### src/rtl/sram_stage_sequencer_pkg.sv
// Shared types for the SRAM ownership sequencer: state encoding (also shown on LEDs)
// and the stage-count ceiling.
package sram_stage_sequencer_pkg;

   localparam int MAX_STAGES = 8;

   typedef enum logic [2:0] {
      S_IDLE      = 3'd0,
      S_LOAD_EN   = 3'd1,
      S_LOAD_WAIT = 3'd2,
      S_STAGE_SEL = 3'd3,
      S_STAGE     = 3'd4,
      S_DONE      = 3'd5
   } seq_state_t;

   // Lowest set bit of mask at or above start_idx; returns {found, index}.
   function automatic logic [3:0] next_set_index(input logic [MAX_STAGES-1:0] mask,
                                                 input logic [3:0] start_idx);
      logic [3:0] r;
      r = '0;
      for (int i = MAX_STAGES - 1; i >= 0; i--) begin
         if (mask[i] && (4'(i) >= start_idx)) r = {1'b1, 3'(i)};
      end
      return r;
   endfunction

endpackage

### src/rtl/sram_stage_sequencer_if.sv
// Muxed SRAM request bus between the sequencer and the SRAM controller.
interface sram_stage_sequencer_if #(
   parameter int ADDR_W = 18,
   parameter int DATA_W = 16
);
   logic [ADDR_W-1:0] SRAM_address;
   logic [DATA_W-1:0] SRAM_write_data;
   logic              SRAM_we_n;

   modport master (output SRAM_address, output SRAM_write_data, output SRAM_we_n);
   modport slave  (input  SRAM_address, input  SRAM_write_data, input  SRAM_we_n);
endinterface

### src/rtl/sram_stage_sequencer_client_mux.sv
// Combinational SRAM port selection: loader while loading, the active stage while
// running, otherwise the display reader with writes suppressed.
module sram_client_mux
   import sram_stage_sequencer_pkg::*;
#(
   parameter int NUM_STAGES = 2,
   parameter int ADDR_W     = 18,
   parameter int DATA_W     = 16
) (
   input  seq_state_t                     state,
   input  logic [2:0]                     cur_stage,
   input  logic [ADDR_W-1:0]              loader_addr,
   input  logic [DATA_W-1:0]              loader_wdata,
   input  logic                           loader_we_n,
   input  logic [NUM_STAGES*ADDR_W-1:0]   stage_addr,
   input  logic [NUM_STAGES*DATA_W-1:0]   stage_wdata,
   input  logic [NUM_STAGES-1:0]          stage_we_n,
   input  logic [ADDR_W-1:0]              disp_addr,
   output logic [ADDR_W-1:0]              sram_addr,
   output logic [DATA_W-1:0]              sram_wdata,
   output logic                           sram_we_n
);

   always_comb begin
      sram_addr  = disp_addr;
      sram_wdata = loader_wdata;
      sram_we_n  = 1'b1;
      case (state)
         S_LOAD_EN, S_LOAD_WAIT: begin
            sram_addr  = loader_addr;
            sram_wdata = loader_wdata;
            sram_we_n  = loader_we_n;
         end
         S_STAGE: begin
            for (int k = 0; k < NUM_STAGES; k++) begin
               if (3'(k) == cur_stage) begin
                  sram_addr  = stage_addr[k*ADDR_W +: ADDR_W];
                  sram_wdata = stage_wdata[k*DATA_W +: DATA_W];
                  sram_we_n  = stage_we_n[k];
               end
            end
         end
         default: ;
      endcase
   end

endmodule

### src/rtl/sram_stage_sequencer.sv
// SRAM ownership sequencer: loader, then an ordered chain of masked stages, then the
// display reader; owns all enable/done handshakes and the loader idle timeout.
module sram_stage_sequencer
   import sram_stage_sequencer_pkg::*;
#(
   parameter int NUM_STAGES     = 2,
   parameter int ADDR_W         = 18,
   parameter int DATA_W         = 16,
   parameter int TIMEOUT_CYCLES = 50000000
) (
   input  logic                           Clock_50,
   input  logic                           Reset,
   input  logic                           Start,
   input  logic                           Start_skip_load,
   input  logic                           Abort,
   input  logic [NUM_STAGES-1:0]          Stage_mask,
   input  logic [ADDR_W-1:0]              Loader_addr,
   input  logic [DATA_W-1:0]              Loader_wdata,
   input  logic                           Loader_we_n,
   output logic                           Loader_init,
   output logic                           Loader_enable,
   input  logic [NUM_STAGES*ADDR_W-1:0]   Stage_addr,
   input  logic [NUM_STAGES*DATA_W-1:0]   Stage_wdata,
   input  logic [NUM_STAGES-1:0]          Stage_we_n,
   input  logic [NUM_STAGES-1:0]          Stage_done,
   output logic [NUM_STAGES-1:0]          Stage_enable,
   input  logic [ADDR_W-1:0]              Disp_addr,
   output logic                           Disp_enable,
   sram_stage_sequencer_if.master         sram,
   output logic                           Busy,
   output logic [2:0]                     Cur_stage,
   output logic [31:0]                    Run_cycles,
   output logic [2:0]                     Seq_state
);

   localparam logic [31:0] TIMEOUT_LAST = 32'(TIMEOUT_CYCLES - 1);

   seq_state_t            state_q, state_d;
   logic [NUM_STAGES-1:0] run_mask_q, run_mask_d, stage_en_d;
   logic [31:0]           timer_q, timer_d, run_cycles_d;
   logic [2:0]            cur_d;
   logic                  disp_en_d, ld_init_d, ld_en_d;
   logic [MAX_STAGES-1:0] sel_ext, run_ext;
   logic [3:0]            pick;
   logic                  done_cur;
   logic [ADDR_W-1:0]     mux_addr;
   logic [DATA_W-1:0]     mux_wdata;
   logic                  mux_we_n;

   always_ff @(posedge Clock_50) begin
      if (Reset) begin
         state_q       <= S_IDLE;
         run_mask_q    <= '0;
         timer_q       <= '0;
         Stage_enable  <= '0;
         Disp_enable   <= 1'b0;
         Loader_init   <= 1'b0;
         Loader_enable <= 1'b0;
         Run_cycles    <= '0;
         Cur_stage     <= '0;
      end else begin
         state_q       <= state_d;
         run_mask_q    <= run_mask_d;
         timer_q       <= timer_d;
         Stage_enable  <= stage_en_d;
         Disp_enable   <= disp_en_d;
         Loader_init   <= ld_init_d;
         Loader_enable <= ld_en_d;
         Run_cycles    <= run_cycles_d;
         Cur_stage     <= cur_d;
      end
   end

   always_comb begin
      state_d      = state_q;
      run_mask_d   = run_mask_q;
      stage_en_d   = Stage_enable;
      disp_en_d    = Disp_enable;
      ld_init_d    = 1'b0;
      ld_en_d      = 1'b0;
      run_cycles_d = Run_cycles;
      cur_d        = Cur_stage;
      pick         = '0;
      done_cur     = 1'b0;
      sel_ext      = '0;
      sel_ext[NUM_STAGES-1:0] = Stage_mask;
      run_ext      = '0;
      run_ext[NUM_STAGES-1:0] = run_mask_q;
      for (int k = 0; k < NUM_STAGES; k++) begin
         if (3'(k) == Cur_stage) done_cur = Stage_done[k];
      end

      // Any loader activity restarts the idle window; the count parks at the timeout value.
      if (Loader_init || !Loader_we_n) timer_d = '0;
      else if (state_q == S_LOAD_WAIT && timer_q != TIMEOUT_LAST) timer_d = timer_q + 32'd1;
      else timer_d = timer_q;

      case (state_q)
         S_IDLE: begin
            disp_en_d = 1'b1;
            if (Start) begin
               ld_init_d = 1'b1;
               disp_en_d = 1'b0;
               state_d   = S_LOAD_EN;
            end else if (Start_skip_load) begin
               state_d = S_STAGE_SEL;
            end
         end
         S_LOAD_EN: begin
            ld_en_d = 1'b1;
            state_d = S_LOAD_WAIT;
         end
         S_LOAD_WAIT: begin
            // A zero address means nothing was ever received, so keep waiting.
            if (Loader_we_n && timer_q == TIMEOUT_LAST && Loader_addr != '0) begin
               ld_init_d = 1'b1;
               state_d   = S_STAGE_SEL;
            end
         end
         S_STAGE_SEL: begin
            run_mask_d   = Stage_mask;
            run_cycles_d = '0;
            pick         = next_set_index(sel_ext, 4'd0);
            if (pick[3]) begin
               for (int k = 0; k < NUM_STAGES; k++) stage_en_d[k] = (3'(k) == pick[2:0]);
               cur_d   = pick[2:0];
               state_d = S_STAGE;
            end else begin
               state_d = S_DONE;
            end
         end
         S_STAGE: begin
            run_cycles_d = (Run_cycles == '1) ? Run_cycles : Run_cycles + 32'd1;
            if (done_cur) begin
               for (int k = 0; k < NUM_STAGES; k++) begin
                  if (3'(k) == Cur_stage) run_mask_d[k] = 1'b0;
               end
               // Hand over on the same edge so the next stage sees no gap cycle.
               pick = next_set_index(run_ext, {1'b0, Cur_stage} + 4'd1);
               if (pick[3]) begin
                  for (int k = 0; k < NUM_STAGES; k++) stage_en_d[k] = (3'(k) == pick[2:0]);
                  cur_d = pick[2:0];
               end else begin
                  stage_en_d = '0;
                  state_d    = S_DONE;
               end
            end
         end
         S_DONE: begin
            disp_en_d = 1'b1;
            cur_d     = '0;
            state_d   = S_IDLE;
         end
         default: state_d = S_IDLE;
      endcase

      if (Abort && state_q != S_IDLE) begin
         stage_en_d   = '0;
         disp_en_d    = 1'b1;
         ld_init_d    = 1'b0;
         ld_en_d      = 1'b0;
         cur_d        = '0;
         run_cycles_d = Run_cycles;
         state_d      = S_IDLE;
      end
   end

   sram_client_mux #(
      .NUM_STAGES (NUM_STAGES),
      .ADDR_W     (ADDR_W),
      .DATA_W     (DATA_W)
   ) u_client_mux (
      .state        (state_q),
      .cur_stage    (Cur_stage),
      .loader_addr  (Loader_addr),
      .loader_wdata (Loader_wdata),
      .loader_we_n  (Loader_we_n),
      .stage_addr   (Stage_addr),
      .stage_wdata  (Stage_wdata),
      .stage_we_n   (Stage_we_n),
      .disp_addr    (Disp_addr),
      .sram_addr    (mux_addr),
      .sram_wdata   (mux_wdata),
      .sram_we_n    (mux_we_n)
   );

   assign sram.SRAM_address    = mux_addr;
   assign sram.SRAM_write_data = mux_wdata;
   assign sram.SRAM_we_n       = mux_we_n;
   assign Busy                 = (state_q != S_IDLE);
   assign Seq_state            = state_q;

endmodule

### src/flat_wrapper.sv
// flat-port wrapper written by rule: the top's interface ports become plain ports
module sram_stage_sequencer_flat import sram_stage_sequencer_pkg::*;
#(
   parameter int NUM_STAGES     = 2,
   parameter int ADDR_W         = 18,
   parameter int DATA_W         = 16,
   parameter int TIMEOUT_CYCLES = 50000000
)
  (Clock_50, Reset, Start, Start_skip_load, Abort, Stage_mask, Loader_addr, Loader_wdata, Loader_we_n, Loader_init, Loader_enable, Stage_addr, Stage_wdata, Stage_we_n, Stage_done, Stage_enable, Disp_addr, Disp_enable, Busy, Cur_stage, Run_cycles, Seq_state, sram_SRAM_address, sram_SRAM_write_data, sram_SRAM_we_n);
  sram_stage_sequencer_if #(.ADDR_W(ADDR_W), .DATA_W(DATA_W)) sram_i ();
  input  logic Clock_50;
  input  logic Reset;
  input  logic Start;
  input  logic Start_skip_load;
  input  logic Abort;
  input  logic [NUM_STAGES-1:0] Stage_mask;
  input  logic [ADDR_W-1:0] Loader_addr;
  input  logic [DATA_W-1:0] Loader_wdata;
  input  logic Loader_we_n;
  output logic Loader_init;
  output logic Loader_enable;
  input  logic [NUM_STAGES*ADDR_W-1:0] Stage_addr;
  input  logic [NUM_STAGES*DATA_W-1:0] Stage_wdata;
  input  logic [NUM_STAGES-1:0] Stage_we_n;
  input  logic [NUM_STAGES-1:0] Stage_done;
  output logic [NUM_STAGES-1:0] Stage_enable;
  input  logic [ADDR_W-1:0] Disp_addr;
  output logic Disp_enable;
  output logic Busy;
  output logic [2:0] Cur_stage;
  output logic [31:0] Run_cycles;
  output logic [2:0] Seq_state;
  output wire logic [$bits(sram_i.SRAM_address)-1:0] sram_SRAM_address;
  output wire logic [$bits(sram_i.SRAM_write_data)-1:0] sram_SRAM_write_data;
  output wire logic [$bits(sram_i.SRAM_we_n)-1:0] sram_SRAM_we_n;
  assign sram_SRAM_address = sram_i.SRAM_address;
  assign sram_SRAM_write_data = sram_i.SRAM_write_data;
  assign sram_SRAM_we_n = sram_i.SRAM_we_n;
  sram_stage_sequencer #(.NUM_STAGES(NUM_STAGES), .ADDR_W(ADDR_W), .DATA_W(DATA_W), .TIMEOUT_CYCLES(TIMEOUT_CYCLES)) u_core (.Clock_50(Clock_50), .Reset(Reset), .Start(Start), .Start_skip_load(Start_skip_load), .Abort(Abort), .Stage_mask(Stage_mask), .Loader_addr(Loader_addr), .Loader_wdata(Loader_wdata), .Loader_we_n(Loader_we_n), .Loader_init(Loader_init), .Loader_enable(Loader_enable), .Stage_addr(Stage_addr), .Stage_wdata(Stage_wdata), .Stage_we_n(Stage_we_n), .Stage_done(Stage_done), .Stage_enable(Stage_enable), .Disp_addr(Disp_addr), .Disp_enable(Disp_enable), .sram(sram_i), .Busy(Busy), .Cur_stage(Cur_stage), .Run_cycles(Run_cycles), .Seq_state(Seq_state));
endmodule
### config.mk
export PLATFORM = sky130hd
export DESIGN_NAME = sram_stage_sequencer_flat
export DESIGN_NICKNAME = d
export VERILOG_FILES = /design/src/rtl/sram_stage_sequencer_pkg.sv /design/src/rtl/sram_stage_sequencer_if.sv /design/src/rtl/sram_stage_sequencer_client_mux.sv /design/src/rtl/sram_stage_sequencer.sv /design/src/flat_wrapper.sv
export SDC_FILE = /design/constraint.sdc
export NUM_CORES = 1
export LEC_CHECK = 0
export BUFFER_PORTS_ARGS = -buffer_cell sky130_fd_sc_hd__clkbuf_2
export CAP_MARGIN = 20
export CORE_UTILIZATION = 50
export CTS_CLUSTER_DIAMETER = 150
export DETAILED_ROUTE_END_ITERATION = 7
export MAX_ROUTING_LAYER = met4
export PLACE_DENSITY = 0.84
export RECOVER_POWER = 25
export SLEW_MARGIN = 20
export SYNTH_ARGS = -nofsm -noshare
export SYNTH_HDL_FRONTEND = slang
export SYNTH_SLANG_ARGS = --single-unit
### constraint.sdc
create_clock -name Clock_50 -period 4.7 [get_ports Clock_50]
set_input_delay 0.235 -clock Clock_50 [delete_from_list [all_inputs] [get_ports Clock_50]]
set_output_delay 0.235 -clock Clock_50 [all_outputs]
set_load 0.01 [all_outputs]
# --- Word level (Yosys, flattened, before mapping) ---
# Index checks and enable logic that the tools add are counted.
# Widths: inputs -> output; s select.
totals:
  output_inout_bits: 79
  ff_bits: 77
  word_cells: 108
  inputBits: 132
op_classes:
  eq_ne: 20
  n_mux: 46
  addsub: 3
  order_cmp: 2
  reduce_logical: 26
  bitwise_logic: 1
ops:
  columns: ["op", "n"]
  rows:
  - ["$add 32x1->32 const B", 2]
  - ["$pmux 32 s2", 1]
  - ["$mux 16", 3]
  - ["$mux 18", 2]
  - ["$pmux 18 s2", 1]
  - ["$eq 32x26->1 const B", 1]
  - ["$eq 32x32->1 const B", 1]
  - ["$mux 32", 1]
  - ["$ne 32x26->1 const B", 1]
  - ["$mux 4", 7]
  - ["$mux 3", 8]
  - ["$reduce_bool 18->1", 1]
  - ["$pmux 3 s5", 1]
  - ["$logic_not 3->1", 4]
  - ["$mux 1", 12]
  - ["$reduce_and 3->1", 4]
  - ["$ne 2x1->1 const B", 5]
  - ["$eq 1x3->1 const A", 3]
  - ["$pmux 3 s3", 1]
  - ["$reduce_bool 3->1", 3]
  - ["$ge 1x4->1 const A", 2]
  - ["$mux 2", 4]
  - ["$pmux 2 s2", 2]
  - ["$reduce_and 4->1", 2]
  - ["other kinds (13)", 26]

# --- Depth between registers and ports, before layout ---
depth:
  ltp_word: 11
  depth_mapped: 9
  depth_no_buf: 7

# --- By module ---
# From an unflattened synthesis, not the netlist that was laid out.
hier_totals:
  hier_cells: 609
  hier_area_um2: 4901.0
modules_own_cells:
  columns: ["mod", "cells_per_inst", "instances", "seq_area_each_um2", "area_per_inst_um2"]
  rows:
  - ["sram_stage_sequencer", 480, 1, 1481.4, 3877.5]
  - ["sram_client_mux", 129, 1, 0.0, 1023.5]

# --- Worst setup path after synthesis ---
# OpenSTA, ideal clock, no wires.
synth_path:
  path_kind: "flip-flop to flip-flop"
  startpoint: "register u_core.Run_cycles[0]"
  endpoint: "register u_core.Run_cycles[29]"
  period_less_slack_ns: 2.023
  setup_ns: 0.057
  path_stages_with_launch: 10
  n_path_buf: 2
  path_slack_ns: 2.677
  t_arrival_ns: 1.966
  required_time_ns: 4.643
  cell_sequence: "dfxtp_1 -> ha_1 -> nand4_1 -> nor2_1 -> and4_4 -> buf_6 -> or4_4 -> buf_6 -> nor4_2 -> a21o_1"
synth_between:
  elab_chain_cells: 3
  elab_cells_between_ends: 6
  cone_classes: "1 x add/sub; 2 x eq/ne; 2 x mux; 1 x reduce/logical"
synth_rtl:
  columns: ["item", "line_no", "text"]
  rows:
  - ["start, declared", "sram_stage_sequencer.sv:32", "output logic [31:0] Run_cycles,"]
  - ["start signal, assigned", "sram_stage_sequencer.sv:69", "Run_cycles <= run_cycles_d;"]
  - ["$add 32x1->32 / $eq 32x32->1 (equally long branches)", "sram_stage_sequencer.sv:133", "run_cycles_d = (Run_cycles == '1) ? Run_cycles : Run_cycles + 32'd1;"]
  - ["$mux 32 / $ne 2x2->1 (equally long branches)", null, null]
  - ["$pmux 32 s2 / $reduce_and 3->1 (equally long branches)", null, null]
# Parallel ways exist; a longest one is shown, timed or not. The select of a mux whose other input is x is not followed.
# A chain may end at the register's enable or synchronous reset.

# --- Final worst setup path ---
layout_path:
  startpoint: "register u_core.state_q[2] (netlist: u_core.Seq_state[2])"
  endpoint: "output sram_SRAM_write_data[5]"
layout_between:
  elab_chain_cells: 2
layout_rtl:
  columns: ["item", "line_no", "text"]
  rows:
  - ["start, declared", "sram_stage_sequencer.sv:38", "seq_state_t state_q, state_d;"]
  - ["start signal, assigned", "sram_stage_sequencer.sv:62", "state_q <= state_d;"]
  - ["$eq 3x3->1", "sram_stage_sequencer_client_mux.sv:28", "case (state)"]
  - ["$mux 16", "sram_stage_sequencer_client_mux.sv:28", null]
  - ["end, declared", "flat_wrapper.sv:34", "output wire logic [$bits(sram_i.SRAM_write_data)-1:0] sram_SRAM_write_data;"]
# No other way between the ends.

==> impl_metrics.tcl <==
set metrics [dict create \
    ys_seq_area_share_pct 31.6 \
    reg2reg_to "u_core.Run_cycles[23]$_SDFFE_PP0P_" \
    cts_inserted_buffers 9 \
    skew_ns 0.0195 \
    fmax_ghz 0.323 \
    grt_pass1_vias 5044 \
    clk_pin_slew_worst_paths_ns 0.08 \
    r2r_slack_ns 1.86 \
    n_fill_cell 773 \
    seq_area_sq_mm 0.00149 \
    fin_setup_tns_ns 0 \
    total_power_uw 1880 \
    cts_resized 0 \
    dieArea_sq_mm 0.00976 \
    port_buffers 208 \
    synth_area_per_cell_sq_um 7.90 \
    cp.required_ns 4.47 \
    crit_type "reg -> out" \
    synthMuxAreaShare_pct 8.55 \
    synth-adder-area-share_pct 0.534 \
    synth_top_area_share_pct 31.6 \
    die_w_um 98.8 \
    start_util_pct 52.7 \
    crit_fanout 36 \
    diodes 0 \
    root_buffer "clkbuf_8" \
    tritoncts "built" \
    cts_max_level 3 \
    fin_crit_ns 3.10 \
    critPathCaptureType "primary output" \
    core_sq_mm 0.00889 \
    setup_violations 0 \
    nets 914 \
    critPathArrivalTime_ns 2.86 \
    ys_seq_elements 74 \
    min_to "u_core.run_mask_q[1]$_SDFFE_PP0P_" \
    synthFlopType "dfxtp_1" \
    power_leakage_uw 0.00230 \
    synth_top_family_by_area "simple AND/OR/NAND/NOR gates" \
    antenna_found_initial 0 \
    syn2layout_area_growth_pct 27.3 \
    gp_congestion 0.999 \
    viasPerCell 6.13 \
    layout_commonest_cell "clkbuf_2" \
    synth_area_sq_mm 0.00468 \
    drive_above_1_share_pct 27.3 \
    tightest_slew_ns 1.00 \
    yosys.area_share.xor_xnor_pct 5.05 \
    max-vdd-ir-drop_v 0.000156 \
    rsz0062_at_grt "no" \
    synth-edff-count 0 \
    ios 211 \
    overflow 0 \
    slew_violations 0 \
    cts_hold_buf 0 \
    whs_path_depth 3 \
    clock_latency_ns 0.37 \
    min-delay-start "Stage_mask[1]" \
    async_reset_ff_share_pct 0 \
    finalWirelength_um 15700 \
    yosys.area.top_type "dfxtp_1" \
    hold_violations 0 \
    wl_per_cell_um 17.5 \
    rr_worst_depth 4 \
    dr.pass1.iters 5 \
    synth_warnings 0 \
    ant_nets 0 \
    ys_types 66 \
    grt_max_degree 41 \
    cap_violations 0 \
    cts_setup_buffers 0 \
    core.rowCount 34 \
    synth-simple-area-share_pct 28.7 \
    die_h_um 98.8 \
    track_usage_pct 32.3 \
    synthCells 593 \
    layout_common_cells "clkbuf_2 (171), nor2_1 (81), dfxtp_1 (73)" \
    relSlewSlack_pct 32.8 \
    synth_compound_area_share_pct 20.7 \
    cts_sinks 74 \
    min_path_type "in -> reg" \
    r2r_start "u_core.Seq_state[2]$_SDFFE_PP0P_" \
    hpwl_um 11700 \
    multi_input_area_sq_mm 0.00300 \
    drc 0 \
    outcome "finished, final reports clean" \
    drt-initial-drc-count 329 \
    synth_area_leaders "dfxtp_1 (32%), mux2i_1 (8.5%), nor2_1 (6.6%)" \
    ctsLongestPathBuffers 2 \
    worstSetupStartpointType "flop" \
    fin_crit_sh_pct 65.9 \
    power-per-cell-area_mw_per_mm2 316 \
    vias 5475 \
    grt_pass1_wl_um 24400 \
]
layer usage:
layer | vias to the layer above | wire, um | GRT usage [%] | part of all wire, %
met3 | 51 | 1380 | 7.94 | 8.8
li1 | 2569 | - | - | -
met2 | 327 | 7630 | 51.0 | 49
met5 | - | 0 | - | 0
met1 | 2528 | 6170 | 39.1 | 39
met4 | 0 | 495 | 13.8 | 3.2
critical path: stages, from the launching register on:
cell and delay, ns:
dfxtp_1 0.62, or3b_2 0.83, buf_4 0.38, o21ai_0 0.44, clkbuf_2 0.22
state kept, by name, indices dropped and copies added (netlist names):
| name | count |
|---|---|
| u_core.Cur_stage | 1 |
| u_core.Disp_enable | 1 |
| u_core.Loader_enable | 1 |
| u_core.Loader_init | 1 |
| u_core.Run_cycles | 32 |
| u_core.Seq_state | 3 |
| u_core.Stage_enable | 2 |
| u_core.run_mask_q | 1 |
| u_core.timer_q | 32 |
area by class of cell:
cell class	count	area share, %
multi-input cells	470	50.3
flip-flops and latches	74	24.9
repair buffers	211	17.1
clock buffers	10	2.31
clock inverters	6	2.31
well taps	108	2.27
inverters	14	0.881
cell usage after synthesis (5+ instances only):
cell / n
xnor2_1: 13
mux2i_1: 40
clkbuf_1: 19
a31oi_1: 5
dfxtp_1: 74
nor2_1: 82
a311oi_1: 10
nor4_2: 5
xor2_1: 14
or3_1: 9
buf_2: 9
nand4_1: 21
o21ai_0: 34
a21oi_1: 29
a21o_1: 5
nor4_1: 8
nand3_1: 27
a221o_1: 18
nand2_1: 57
nor3_1: 9
inv_1: 12
and3_1: 9
power by group:
group / switching [uW] / total [uW] / internal, uW
clock: 248 / 670 / 423
sequential: 41.6 / 680 / 639
combinational: 302 / 532 / 230
cell families after synthesis:
family                     Yosys count
buffers and inverters               50
DFF                                 74
muxes                               40
AOI/OAI and AO/OA                  141
adders and majority gates            2
other                                1
xor gates and xnor gates            27
and+or+nand+nor                    258
worst max-delay path by stage:
stage / from / to / depth (start not counted)
after floorplan: u_core.Run_cycles[0]$_SDFFE_PP0P_ / u_core.Run_cycles[29]$_SDFFE_PP0P_ / 9
after global placement: u_core.Seq_state[2]$_SDFFE_PP0P_ / u_core.Run_cycles[16]$_SDFFE_PP0P_ / 4
after detailed placement: u_core.Seq_state[2]$_SDFFE_PP0P_ / u_core.Run_cycles[18]$_SDFFE_PP0P_ / 4
after CTS: u_core.Seq_state[0]$_SDFFE_PP0P_ / sram_SRAM_address[9] / 6
after global routing: u_core.Seq_state[2]$_SDFFE_PP0P_ / sram_SRAM_write_data[5] / 4
final: u_core.Seq_state[2]$_SDFFE_PP0P_ / sram_SRAM_write_data[5] / 4
metrics by stage:
stage	worst slack, ns	utilization [%]	cell area (sq um)	std cells	hold slack, ns
after CTS	1.57	67.4	5990	893	0.114
after detailed placement	1.75	64.3	5720	877	0.461
after global placement	1.86	64.3	5720	877	0.446
final	1.60	67.1	5960	893	0.129
after global routing	1.55	67.1	5960	893	0.123
after floorplan	2.68	-	4690	594	0.327
Note: power is estimated with default switching activity, not from simulation.
